--- src/rtl/tpu_pkg.sv ---
// Shared definitions for the tpuv1 host-side bus initiator: address map,
// driver state encoding and the per-beat address helper.
package tpu_pkg;

  localparam logic [15:0] A_BASE    = 16'h0100;
  localparam logic [15:0] B_BASE    = 16'h0200;
  localparam logic [15:0] C_BASE    = 16'h0300;
  localparam logic [15:0] TRIG_ADDR = 16'h0400;

  typedef enum logic [2:0] {
    IDLE,
    LOAD_A,
    LOAD_B,
    LOAD_C,
    TRIGGER,
    WAIT,
    READ_C
  } tpu_state_e;

  // Each bus word occupies 8 bytes of address space.
  function automatic logic [15:0] beat_addr(input logic [15:0] base, input logic [7:0] k);
    return base + {5'b0, k, 3'b000};
  endfunction

endpackage

--- src/rtl/tpu_host_driver.sv ---
// Bus initiator for the tpuv1 slave port: streams A, B and optional C
// words into the array, fires the multiply, waits for the systolic pipe
// to drain, then streams the C result back out.
//
// Handshakes: a word moves on in_* (or out_*) only in a cycle where both
// valid and ready are high at the rising clock edge; valid never depends
// on ready, and the producer holds data stable while valid is high and
// ready is low.
module tpu_host_driver #(
  parameter int DIM      = 8,
  parameter int DATAW    = 64,
  parameter int ADDRW    = 16,
  parameter int WAIT_CYC = 24
) (
  input  logic             clk,
  input  logic             rst_n,
  input  logic             start,
  input  logic             c_init_en,
  output logic             busy,
  output logic             done,
  input  logic             in_valid,
  output logic             in_ready,
  input  logic [DATAW-1:0] in_data,
  output logic             out_valid,
  input  logic             out_ready,
  output logic [DATAW-1:0] out_data,
  output logic [ADDRW-1:0] tpu_addr,
  output logic             tpu_r_w,
  output logic [DATAW-1:0] tpu_wdata,
  input  logic [DATAW-1:0] tpu_rdata
);
  import tpu_pkg::*;

  localparam int KW = $clog2(2 * DIM);
  localparam int WW = $clog2(WAIT_CYC + 1);
  localparam logic [KW-1:0] K_AB_LAST = KW'(DIM - 1);
  localparam logic [KW-1:0] K_C_LAST  = KW'(2 * DIM - 1);

  tpu_state_e       state, state_n;
  logic [KW-1:0]    k, k_n;
  logic [WW-1:0]    wcnt, wcnt_n;
  logic             cinit, cinit_n;
  logic [ADDRW-1:0] addr_n;
  logic             rw_n;
  logic [DATAW-1:0] wdata_n;
  logic             busy_n, done_n, ovalid_n;
  logic [15:0]      load_base;
  logic [KW-1:0]    k_last;

  assign in_ready = (state == LOAD_A) || (state == LOAD_B) || (state == LOAD_C);
  // tpuv1 read data is combinational in the address, so it is forwarded directly.
  assign out_data = tpu_rdata;

  // State, counters and all registered bus/status outputs.
  always_ff @(posedge clk or negedge rst_n) begin
    if (!rst_n) begin
      state     <= IDLE;
      k         <= '0;
      wcnt      <= '0;
      cinit     <= 1'b0;
      tpu_addr  <= '0;
      tpu_r_w   <= 1'b0;
      tpu_wdata <= '0;
      busy      <= 1'b0;
      done      <= 1'b0;
      out_valid <= 1'b0;
    end else begin
      state     <= state_n;
      k         <= k_n;
      wcnt      <= wcnt_n;
      cinit     <= cinit_n;
      tpu_addr  <= addr_n;
      tpu_r_w   <= rw_n;
      tpu_wdata <= wdata_n;
      busy      <= busy_n;
      done      <= done_n;
      out_valid <= ovalid_n;
    end
  end

  // Next-state and next bus cycle; the bus defaults to idle (addr 0, read).
  always_comb begin
    state_n   = state;
    k_n       = k;
    wcnt_n    = wcnt;
    cinit_n   = cinit;
    addr_n    = '0;
    rw_n      = 1'b0;
    wdata_n   = '0;
    busy_n    = busy;
    done_n    = 1'b0;
    ovalid_n  = 1'b0;
    load_base = A_BASE;
    k_last    = K_AB_LAST;

    case (state)
      IDLE: begin
        if (start) begin
          state_n = LOAD_A;
          k_n     = '0;
          cinit_n = c_init_en;
          busy_n  = 1'b1;
        end
      end

      LOAD_A, LOAD_B, LOAD_C: begin
        if (state == LOAD_B) load_base = B_BASE;
        if (state == LOAD_C) begin
          load_base = C_BASE;
          k_last    = K_C_LAST;
        end
        if (in_valid && in_ready) begin
          rw_n    = 1'b1;
          wdata_n = in_data;
          addr_n  = ADDRW'(beat_addr(load_base, 8'(k)));
          if (k == k_last) begin
            k_n = '0;
            case (state)
              LOAD_A:  state_n = LOAD_B;
              LOAD_B:  state_n = cinit ? LOAD_C : TRIGGER;
              default: state_n = TRIGGER;
            endcase
          end else begin
            k_n = k + KW'(1);
          end
        end
      end

      // Entered one cycle after the last load write, so the two never overlap.
      TRIGGER: begin
        rw_n    = 1'b1;
        addr_n  = ADDRW'(TRIG_ADDR);
        wcnt_n  = WW'(WAIT_CYC - 1);
        state_n = WAIT;
      end

      WAIT: begin
        if (wcnt == '0) begin
          state_n  = READ_C;
          k_n      = '0;
          addr_n   = ADDRW'(C_BASE);
          ovalid_n = 1'b1;
        end else begin
          wcnt_n = wcnt - WW'(1);
        end
      end

      READ_C: begin
        addr_n = tpu_addr;
        if (out_valid && out_ready) begin
          if (k == K_C_LAST) begin
            state_n = IDLE;
            k_n     = '0;
            addr_n  = '0;
            done_n  = 1'b1;
            busy_n  = 1'b0;
          end else begin
            // valid drops for the cycle in which the new address settles.
            k_n    = k + KW'(1);
            addr_n = ADDRW'(beat_addr(C_BASE, 8'(k) + 8'd1));
          end
        end else begin
          ovalid_n = 1'b1;
        end
      end

      default: state_n = IDLE;
    endcase
  end

endmodule

--- config.mk ---
export PLATFORM = sky130hd
export DESIGN_NAME = tpu_host_driver
export DESIGN_NICKNAME = d
export VERILOG_FILES = /design/src/rtl/tpu_pkg.sv /design/src/rtl/tpu_host_driver.sv
export SDC_FILE = /design/constraint.sdc
export NUM_CORES = 1
export LEC_CHECK = 0
export ABC_AREA = 1
export CORE_ASPECT_RATIO = 1.5
export CORE_MARGIN = 8
export CORE_UTILIZATION = 30
export CTS_BUF_LIST = sky130_fd_sc_hd__clkbuf_4 sky130_fd_sc_hd__clkbuf_8
export CTS_CLUSTER_SIZE = 10
export DETAILED_ROUTE_END_ITERATION = 7
export GPL_TIMING_DRIVEN = 0
export PLACE_DENSITY_LB_ADDON = 0.1
export SYNTH_ARGS = -nofsm -noshare
export SYNTH_HDL_FRONTEND = slang
export SYNTH_SLANG_ARGS = --single-unit
export TNS_END_PERCENT = 10
--- constraint.sdc ---
create_clock -name clk -period 3.1 [get_ports clk]
set_input_delay 0.93 -clock clk [delete_from_list [all_inputs] [get_ports clk]]
set_output_delay 0.93 -clock clk [all_outputs]
set_load 0.005 [all_outputs]
==> results of run 1 <==
-- kinds of logic (layout without fill, tap and decap cells) --
kind of cell | count (synthesis) | after routing | share of synthesized area
other | 1 | 9 | 0.000910
flip-flops | 88 | 88 | 0.535
AND/OR/NAND/NOR | 172 | 172 | 0.203
buffers and inverters | 168 | 394 | 0.230
AO/OA/AOI/OAI | 17 | 17 | 0.0216
adder cells (fa/ha/maj) | 2 | 2 | 0.00607
XOR/XNOR | 2 | 2 | 0.00425
-- per-layer routing --
metal / up-vias / GRT usage
met4: 0 / 0.0487
met3: 7 / 0.0573
met2: 166 / 0.260
met1: 1556 / 0.130
met5: - / 0
li1: 1690 / -
-- state kept, by name, indices dropped and copies added (netlist names), 3 cells and up --
register,flops
tpu_addr,7
k,4
wcnt,5
state,3
tpu_wdata,64
-- layout make-up --
class / count / area (sq um)
plain buffers: 82 / 619
clock buffers: 10 / 138
fillers: 1276 / 6820
well taps: 162 / 203
repair buffers: 210 / 2120
clock inverters: 6 / 42.5
inverters: 86 / 328
flip-flops and latches: 88 / 2200
multi-input cells: 202 / 1000
-- power groups by stage --
stage / clock, mW / sequential, mW / combinational [mW]
floorplan: 0 / 1.55 / 0.802
global placement: 0 / 1.53 / 1.60
detailed placement: 0 / 1.54 / 1.63
CTS: 0.763 / 1.51 / 1.64
global route: 0.816 / 1.54 / 1.77
finish: 0.724 / 1.51 / 1.60
-- worst min-delay path by stage --
| stage | startpoint | to | slack, ns | cells after the start |
|---|---|---|---|---|
| 2_1_floorplan | tpu_addr[10] | tpu_addr[10] | 0.47 | 2 |
| 3_3_place_gp | tpu_addr[10] | tpu_addr[10] | 0.46 | 2 |
| 3_5_place_dp | tpu_addr[10] | tpu_addr[10] | 0.47 | 2 |
| 4_1_cts | rst_n | tpu_wdata[16] | 0.48 | 1 |
| 5_1_grt | rst_n | tpu_wdata[16] | 0.50 | 1 |
| 6_report | tpu_addr[10] | tpu_addr[10] | 0.48 | 2 |
-- through the flow --
stage | hold WS (ns) | TNS, ns | utilization | instance area (sq um)
6_report | 0.483 | 0 | 0.494 | 6650
5_1_grt | 0.497 | 0 | 0.494 | 6650
2_1_floorplan | 0.465 | 0 | - | 4150
4_1_cts | 0.484 | 0 | 0.494 | 6650
3_3_place_gp | 0.462 | -185.47 | 0.478 | 6440
3_5_place_dp | 0.467 | 0 | 0.480 | 6470
-- cell usage in the layout (no fill, tap or decap), types with 2 or more instances in the layout --
cell type        Yosys  routed
nor3_1               2       2
nand2_4              3       3
nand3_1             10      10
xor2_1               2       2
conb_1               1       9
dfrtp_1             88      88
inv_1               83      83
o21ai_0             12      12
nand2_1             61      61
buf_6                3       3
buf_4               76      77
buf_2                3       3
inv_4                2       2
nand4_1              3       3
nor2_1              74      74
ha_1                 2       2
clkdlybuf4s50_1      0     208
nand3_2              5       5
clkinvlp_4           0       2
nand3_4              3       3
nand2_2              3       3
o21ai_1              2       2
clkbuf_8             0      10
clkinv_2             0       2
nor2_4               3       3
-- worst min-delay path, stage by stage (launching register included) --
cell and delay [ns]:
dfrtp_1 0.36, nand2_1 0.06, nand2_1 0.04
==> impl_metrics.csv, run 1 <==
group,metric,value,unit
synthesis,synth_most_common_cell,"dfrtp_1",
power,leakage,3.44,nW
critical_path,cp-startpoint,"state[1]",
synthesis,synth_common_cells,"dfrtp_1, inv_1, buf_4",
synthesis,yosysWarningCount,0,
cts,cts.repair.resized,0,
synthesis,netlist_area,4120,sq um
power,total_power,3.83,mW
cells_and_area,syn_to_final_growth,61.4,%
placed_design,portBuffers,209,
die,io_pins,283,
cts,cts_root_buf,"clkbuf_8",
synthesis,ys_seq_elements,88,
critical_path,worst-path-stages,3,
power,power_density,577,nW/um^2
cts,cts_buffer_depth,2,
synthesis,synth_top_area_share,0.535,
routing,wl_met1,4230,microns
die,die_h,160,microns
routing,detail-route-antenna-nets,0,
critical_path,cp_data_arrival_time,1.66,ns
cells_and_area,antenna_cells,0,
power,ir_drop,0.000251,V
routing,avgRoutedWirePerCell,14.4,microns
sta,finalHoldViolCount,0,
critical_path,cp_slowest_cell,"clkdlybuf4s50_1",
routing,dr_wl_met2,6620,microns
placed_design,dpl_worst_slack,0.646,ns
die,rows,52,
routing,via_count,3419,
sta,maxSlewViolCount,0,
synthesis,synth_edf_count,0,
critical_path,cp_cell_sequence,"nor2_4, nor2_4, clkdlybuf4s50_1",
cts,clk_pin_slew,0.08,ns
routing,drtIter0Drc,76,
placed_design,gp_congestion,0.808,
synthesis,yosysTopAreaCell,"dfrtp_1",
critical_path,cp.required,2.17,ns
critical_path,max_stage_delay,0.57,ns
power,p_seq_frac,0.394,
sta,setup_violations,0,
routing,met3_length,1160,microns
critical_path,crit_family,"buffers and inverters",
synthesis,synth_cells,450,
routing,drt-pass1-iter-count,4,
power,clkPwrFrac,0.189,
critical_path,cp-start-kind,"flop",
global_routing,grt_overflow,0,
synthesis,ys_types,30,
critical_path,r2r_start,"wcnt[0]",
critical_path,rr_worst_depth,9,
sta,fin_crit_sh,0.837,
synthesis,syn_avg_cell_area,9.15,sq um
routing,vias_per_cell,4.04,
cts,h-tree-depth,3,
die,fp.dieW,112,microns
cts,numCtsBuffers,9,
cts,post_cts_buffers,0,
sta,rsz0062_at_grt,"false",
global_routing,grtUsageTotal,0.138,
status,status,"completed",
placed_design,dp_cells,830,
critical_path,critical_path_buf_inv_count,1,
die,die_area,17800,sq um
cells_and_area,instances_no_fill,846,
global_routing,grt_pass1_wl,19400,microns
critical_path,reg2reg_slack,1.49,ns
global_routing,grt_pass1_vias,3816,
critical_path,end_kind,"output pin",
critical_path,worstSetupPathType,"reg -> out",
placed_design,dp.final_hpwl,10200,microns
cells_and_area,drive_above_1_share,0.180,
routing,top_layer,"met4",
sta,period_minus_slack,2.59,ns
power,swShare,0.340,
routing,wirelength,12200,microns
min_path,hold_path.class,"reg -> reg",
power,pwr-share-comb,0.417,
die,core_area,13500,sq um
cts,cts_tree,"done",
sta,worst_slack,0.506,ns
synthesis,synth_ff_type,"dfrtp_1",
sta,finClkSkew,0.0117,ns
critical_path,crit_path_end,"in_ready",
global_routing,grt_start_max_net_pins,64,
synthesis,synthTopCellsByArea,"dfrtp_1, buf_4, inv_1",
power,switchingPower,1.30,mW
critical_path,reg2reg_to,"k[1]",
cells_and_area,finish.net_count,815,
global_routing,antenna_found_initial,0,
critical_path,crit_path_frequent_cell,"nor2_4",
power,internal_power,2.53,mW
synthesis,yosysSeqAreaShare,0.535,
flow_run,cap_violations,0,
cts,insertion_delay,0.35,ns
cts,hold_buffers,0,
synthesis,synthArstFlopShare,1.00,
critical_path,crit_fanout,6,
sta,max_freq,386,MHz
die,initial_utilization,0.306,
routing,drc,0,
cts,clock-sinks,88,
Power figures use the tool's default switching activity.
==> run 2: changes to the inputs <==
==> constraint.sdc (replaced) <==
create_clock -name clk -period 2.2 [get_ports clk]
set_input_delay 0.66 -clock clk [delete_from_list [all_inputs] [get_ports clk]]
set_output_delay 0.66 -clock clk [all_outputs]
set_load 0.005 [all_outputs]
==> run 2 against run 1 <==
Largest cell class unchanged. Critical path depth grew 1. Sequential power grew 41%. Combinational power is 40% higher. Register-to-register slack worse by 0.90 ns. Clock skew about the same. Flip-flop and latch count stayed put. Design area barely moved.
==> impl_metrics.csv, run 2 (same netlist as run 1, synthesis figures left out) <==
group,metric,value,unit
cts,numCtsBuffers,9,
cells_and_area,syn_to_final_growth,61.4,%
critical_path,crit_path_frequent_cell,"nor2_4",
sta,maxSlewViolCount,0,
critical_path,cp_slowest_cell,"dfrtp_1",
cts,cts_tree,"done",
cts,hold_buffers,0,
power,leakage,3.44,nW
routing,avgRoutedWirePerCell,14.4,microns
routing,drtIter0Drc,76,
global_routing,grt_start_max_net_pins,64,
sta,fin_crit_sh,0.957,
die,die_h,160,microns
sta,rsz0062_at_grt,"false",
cts,h-tree-depth,3,
placed_design,gp_congestion,0.808,
die,core_area,13500,sq um
critical_path,end_kind,"output pin",
cells_and_area,finalCoreUtilization,0.494,
cells_and_area,drive_above_1_share,0.180,
cts,clk_pin_slew,0.09,ns
global_routing,grtUsageTotal,0.138,
routing,via_count,3417,
global_routing,grt_overflow,0,
sta,finalHoldViolCount,0,
global_routing,grt_pass1_wl,19400,microns
global_routing,grt_pass1_vias,3816,
flow_run,cap_violations,0,
cts,insertion_delay,0.35,ns
power,ir_drop,0.000353,V
cells_and_area,top_register,"tpu_wdata",
placed_design,dp_cells,830,
cells_and_area,finish.net_count,815,
cts,clock-sinks,88,
critical_path,max_stage_delay,0.36,ns
sta,period_minus_slack,2.11,ns
routing,drc,0,
critical_path,cp_cell_sequence,"buf_4, nor2_4, nor2_4, dlygate4sd2_1",
cts,cts_root_buf,"clkbuf_8",
routing,wirelength,12100,microns
die,io_pins,283,
global_routing,antenna_found_initial,0,
cells_and_area,top_regs,"tpu_wdata: 64 flops, tpu_addr: 7 flops, wcnt: 5 flops",
critical_path,crit_family,"buffers and inverters",
power,power_density,811,nW/um^2
die,die_area,17800,sq um
cells_and_area,instances_no_fill,846,
sta,worst_slack,0.0937,ns
critical_path,worstSetupPathType,"reg -> out",
placed_design,dpl_worst_slack,0.193,ns
critical_path,cp_data_arrival_time,1.45,ns
sta,max_freq,475,MHz
critical_path,crit_fanout,8,
cells_and_area,final_cell_mix,"clkdlybuf4s50_1, dfrtp_1, inv_1, buf_4, nor2_1",
critical_path,cp.required,1.54,ns
sta,finClkSkew,0.0117,ns
routing,detail-route-antenna-nets,0,
die,initial_utilization,0.306,
cells_and_area,mostFrequentLayoutCell,"clkdlybuf4s50_1",
placed_design,portBuffers,209,
sta,setup_violations,0,
critical_path,critical_path_buf_inv_count,2,
die,rows,52,
critical_path,cp-start-kind,"flop",
routing,vias_per_cell,4.04,
cells_and_area,fin_area,6650,sq um
placed_design,place_area,6470,sq um
routing,drt-pass1-iter-count,4,
placed_design,dp.final_hpwl,10200,microns
status,status,"completed",
cells_and_area,largest_reg_flops,64,
cells_and_area,fillCellCount,1277,
min_path,hold_path.class,"in -> async",
cts,cts_buffer_depth,2,
cells_and_area,antenna_cells,0,
die,fp.dieW,112,microns
==> run 2: report_power, final <==
| group | switching (mW) | total, mW | internal (mW) |
|---|---|---|---|
| Clock | 0.577 | 1.02 | 0.443 |
| Sequential | 0.165 | 2.13 | 1.97 |
| Combinational | 1.09 | 2.24 | 1.15 |
==> run 2: worst reg2reg max path: stages, from the launching register on <==
cell     delay, ns
dfrtp_1       0.37
inv_1         0.10
ha_1          0.22
nand3_1       0.26
nand2_8       0.19
nand2_4       0.08
nor2_8        0.14
inv_4         0.05
nand2_1       0.05
nand2_1       0.05
==> run 2: path summary, 6_finish.rpt <==
kind                         startpoint            end  slack, ns  cells past startpoint
min in group clk           tpu_addr[10]   tpu_addr[10]       0.48                      2
min                               rst_n  tpu_wdata[16]       0.22                      1
max                            state[0]       in_ready       0.09                      4
min reg2reg                tpu_addr[10]   tpu_addr[10]       0.48                      2
max reg2reg                     wcnt[0]           k[1]       0.59                      9
max in group asynchronous         rst_n    tpu_addr[9]       1.34                      2
==> run 2: area by class of cell <==
type | count | area, sq um | area share
clock inverters | 6 | 42.5 | 0.00640
flip-flops and latches | 88 | 2200 | 0.331
repair buffers | 210 | 2120 | 0.318
multi-input cells | 202 | 1000 | 0.150
inverters | 86 | 328 | 0.0493
well taps | 162 | 203 | 0.0305
clock buffers | 10 | 138 | 0.0207
plain buffers | 82 | 619 | 0.0932
==> run 2: metrics by stage <==
step	setup TNS, ns	power, mW	hold WS (ns)
floorplan	0	3.31	0.364
global placement	-240.91	4.41	0.462
detailed placement	0	4.47	0.467
CTS	0	5.51	0.214
global route	0	5.81	0.227
finish	0	5.39	0.222
==> run 2: what timing repair did <==
item / CTS / global route
gates resized for setup: 1 / 0
setup endpoints to repair: 1 / 0
buffers inserted: 0 / 0
==> run 2: per-layer routing <==
layer / global-route usage / wire length [microns] / up-vias / part of all wire
met3: 0.0573 / 1160 / 7 / 0.096
met5: 0 / 0 / - / 0
met2: 0.260 / 6620 / 166 / 0.55
li1: - / - / 1690 / -
met1: 0.130 / 4220 / 1554 / 0.35
met4: 0.0487 / 142 / 0 / 0.012
==> run 3: changes to the inputs <==
--- a/config.mk
+++ b/config.mk
@@ -13,7 +13,8 @@
 export CTS_CLUSTER_SIZE = 10
 export DETAILED_ROUTE_END_ITERATION = 7
 export GPL_TIMING_DRIVEN = 0
-export PLACE_DENSITY_LB_ADDON = 0.1
+export PLACE_DENSITY = 0.81
+export RECOVER_POWER = 100
 export SYNTH_ARGS = -nofsm -noshare
 export SYNTH_HDL_FRONTEND = slang
 export SYNTH_SLANG_ARGS = --single-unit
==> run 3 against run 2 <==
Non-clock buffer count unchanged. Clock skew is 0.0030 ns lower. Fmax increased by 0.35%. Clock-buffer cell count grew 1. Sequential power hardly changed. Sequential share of layout area up 0.67 points. Highest routed layer is now met5. Largest cell class unchanged. Worst hold slack gained 0.24 ns. Final cell count fell by 0.12%.
==> impl_metrics.csv, run 3 (same netlist as run 1, synthesis figures left out) <==
group,metric,value,unit
status,status,"completed",
cts,cts_tree,"done",
sta,setup_violations,0,
cts,cts_buffer_depth,2,
sta,slew_headroom,0.312,
placed_design,dp.final_hpwl,10800,microns
routing,avgRoutedWirePerCell,15.1,microns
sta,fin_crit_sh,0.954,
cells_and_area,top_register,"tpu_wdata",
cts,numCtsBuffers,9,
global_routing,grt_pass1_wl,20300,microns
routing,drc,0,
placed_design,portBuffers,209,
die,fp.dieW,112,microns
routing,via_count,3525,
flow_run,cap_violations,0,
power,p_seq_frac,0.418,
routing,drtIter0Drc,78,
critical_path,end_kind,"output pin",
cts,insertion_delay,0.35,ns
power,power_density,778,nW/um^2
routing,detail-route-antenna-nets,0,
min_path,hold_path.class,"in -> async",
die,die_h,160,microns
power,switchingPower,1.72,mW
power,leakage,3.62,nW
power,swShare,0.340,
power,clkPwrFrac,0.192,
placed_design,gp_congestion,0.820,
routing,drt-pass1-iter-count,4,
critical_path,cp-start-kind,"flop",
global_routing,grt_pass1_vias,3977,
cts,h-tree-depth,3,
sta,maxSlewViolCount,0,
placed_design,dpl_worst_slack,0.107,ns
cells_and_area,mostFrequentLayoutCell,"dlygate4sd3_1",
cells_and_area,top_regs,"tpu_wdata: 64 flops, tpu_addr: 7 flops, wcnt: 5 flops",
sta,finalHoldViolCount,0,
cells_and_area,drive_above_1_share,0.155,
sta,period_minus_slack,2.10,ns
routing,wirelength,12800,microns
cells_and_area,syn_to_final_growth,58.2,%
critical_path,cp_data_arrival_time,1.44,ns
cells_and_area,final_cell_mix,"dlygate4sd3_1, dfrtp_1, inv_1, nor2_1, buf_4",
sta,finClkSkew,0.00870,ns
cts,hold_buffers,0,
die,core_area,13500,sq um
power,internal_power,3.34,mW
die,io_pins,283,
sta,rsz0062_at_grt,"false",
power,ir_drop,0.000275,V
power,total_power,5.07,mW
cts,clock-sinks,88,
critical_path,worstSetupPathType,"reg -> out",
critical_path,crit_fanout,8,
routing,vias_per_cell,4.17,
critical_path,rr_worst_depth,7,
die,initial_utilization,0.306,
cells_and_area,fillCellCount,1251,
die,rows,52,
sta,max_freq,476,MHz
critical_path,cp.required,1.54,ns
cts,clk_pin_slew,0.09,ns
sta,worstMarginPinSlew,1.03,ns
global_routing,antenna_found_initial,2,
global_routing,grtUsageTotal,0.144,
sta,worst_slack,0.101,ns
global_routing,grt_overflow,0,
die,die_area,17800,sq um
global_routing,grt_start_max_net_pins,73,
cells_and_area,finish.net_count,815,
cts,cts_root_buf,"clkbuf_8",
power,pwr-share-comb,0.390,
cells_and_area,largest_reg_flops,64,
run 3: cell count changes in the layout (fill, tap and decap cells not counted), sizes merged:
cell           previous run  this run
buf                      84        76
clkbuf                   10        19
clkdlybuf4s50           207        66
clkinv                    3         1
diode                     0         1
dlygate4sd3               0       141
inv                      87        86
run 3: per-layer routing:
layer,wire [microns],global-route usage,vias to the layer above
li1,-,-,1686
met1,4360,0.129,1612
met2,6810,0.272,210
met3,1380,0.0653,15
met4,225,0.0537,2
met5,13,0,-
run 3: path summary, 6_finish.rpt:
kind                                    from  slack, ns            end
min in group clk                tpu_addr[10]       0.47   tpu_addr[10]
max in group asynchronous              rst_n       0.86  tpu_wdata[35]
worst min-delay path                   rst_n       0.47  tpu_wdata[20]
worst max register to register      state[0]       0.24        tpu_r_w
worst max-delay path                state[0]       0.10       in_ready
worst min register to register  tpu_addr[10]       0.47   tpu_addr[10]
run 3: cell type report:
| type | count | area [sq um] | share of cell area |
|---|---|---|---|
| Buffer | 82 | 593 | 0.0910 |
| Multi-Input combinational cell | 202 | 910 | 0.140 |
| Antenna cell | 1 | 2.50 | 0.000384 |
| Tap cell | 162 | 203 | 0.0311 |
| Clock inverter | 3 | 20.0 | 0.00307 |
| Inverter | 86 | 328 | 0.0503 |
| Clock buffer | 11 | 145 | 0.0223 |
| Sequential cell | 88 | 2200 | 0.338 |
| Timing Repair Buffer | 210 | 2110 | 0.324 |
run 3: timing repair:
item	CTS	global route
resized for setup	1	0
gates cloned	0	0
pin swaps	0	1
endpoints found under the setup margin	1	1
buffers inserted	0	0
run 3: power by group through the flow:
stage	Clock (mW)	Combinational [mW]	Sequential [mW]
global placement	0	2.25	2.15
CTS	1.02	2.31	2.14
finish	0.973	1.98	2.12
global route	1.08	2.19	2.17
floorplan	0	1.13	2.18
detailed placement	0	2.31	2.17
run 3: worst max-delay path: stages (launching register included):
cell and delay (ns):
dfrtp_1 0.37, buf_4 0.17, nor2_4 0.19, nor2_4 0.07, dlygate4sd2_1 0.31
run 3: metrics by stage:
stage	hold WS [ns]	setup TNS, ns	instances	cell area, sq um	utilization
after floorplan	0.364	0	458	4150	-
after global placement	0.454	-238.37	829	6440	0.478
after detailed placement	0.459	0	830	6470	0.480
after CTS	0.162	0	844	6630	0.492
after global routing	0.493	0	845	6520	0.484
final	0.467	0	845	6520	0.484
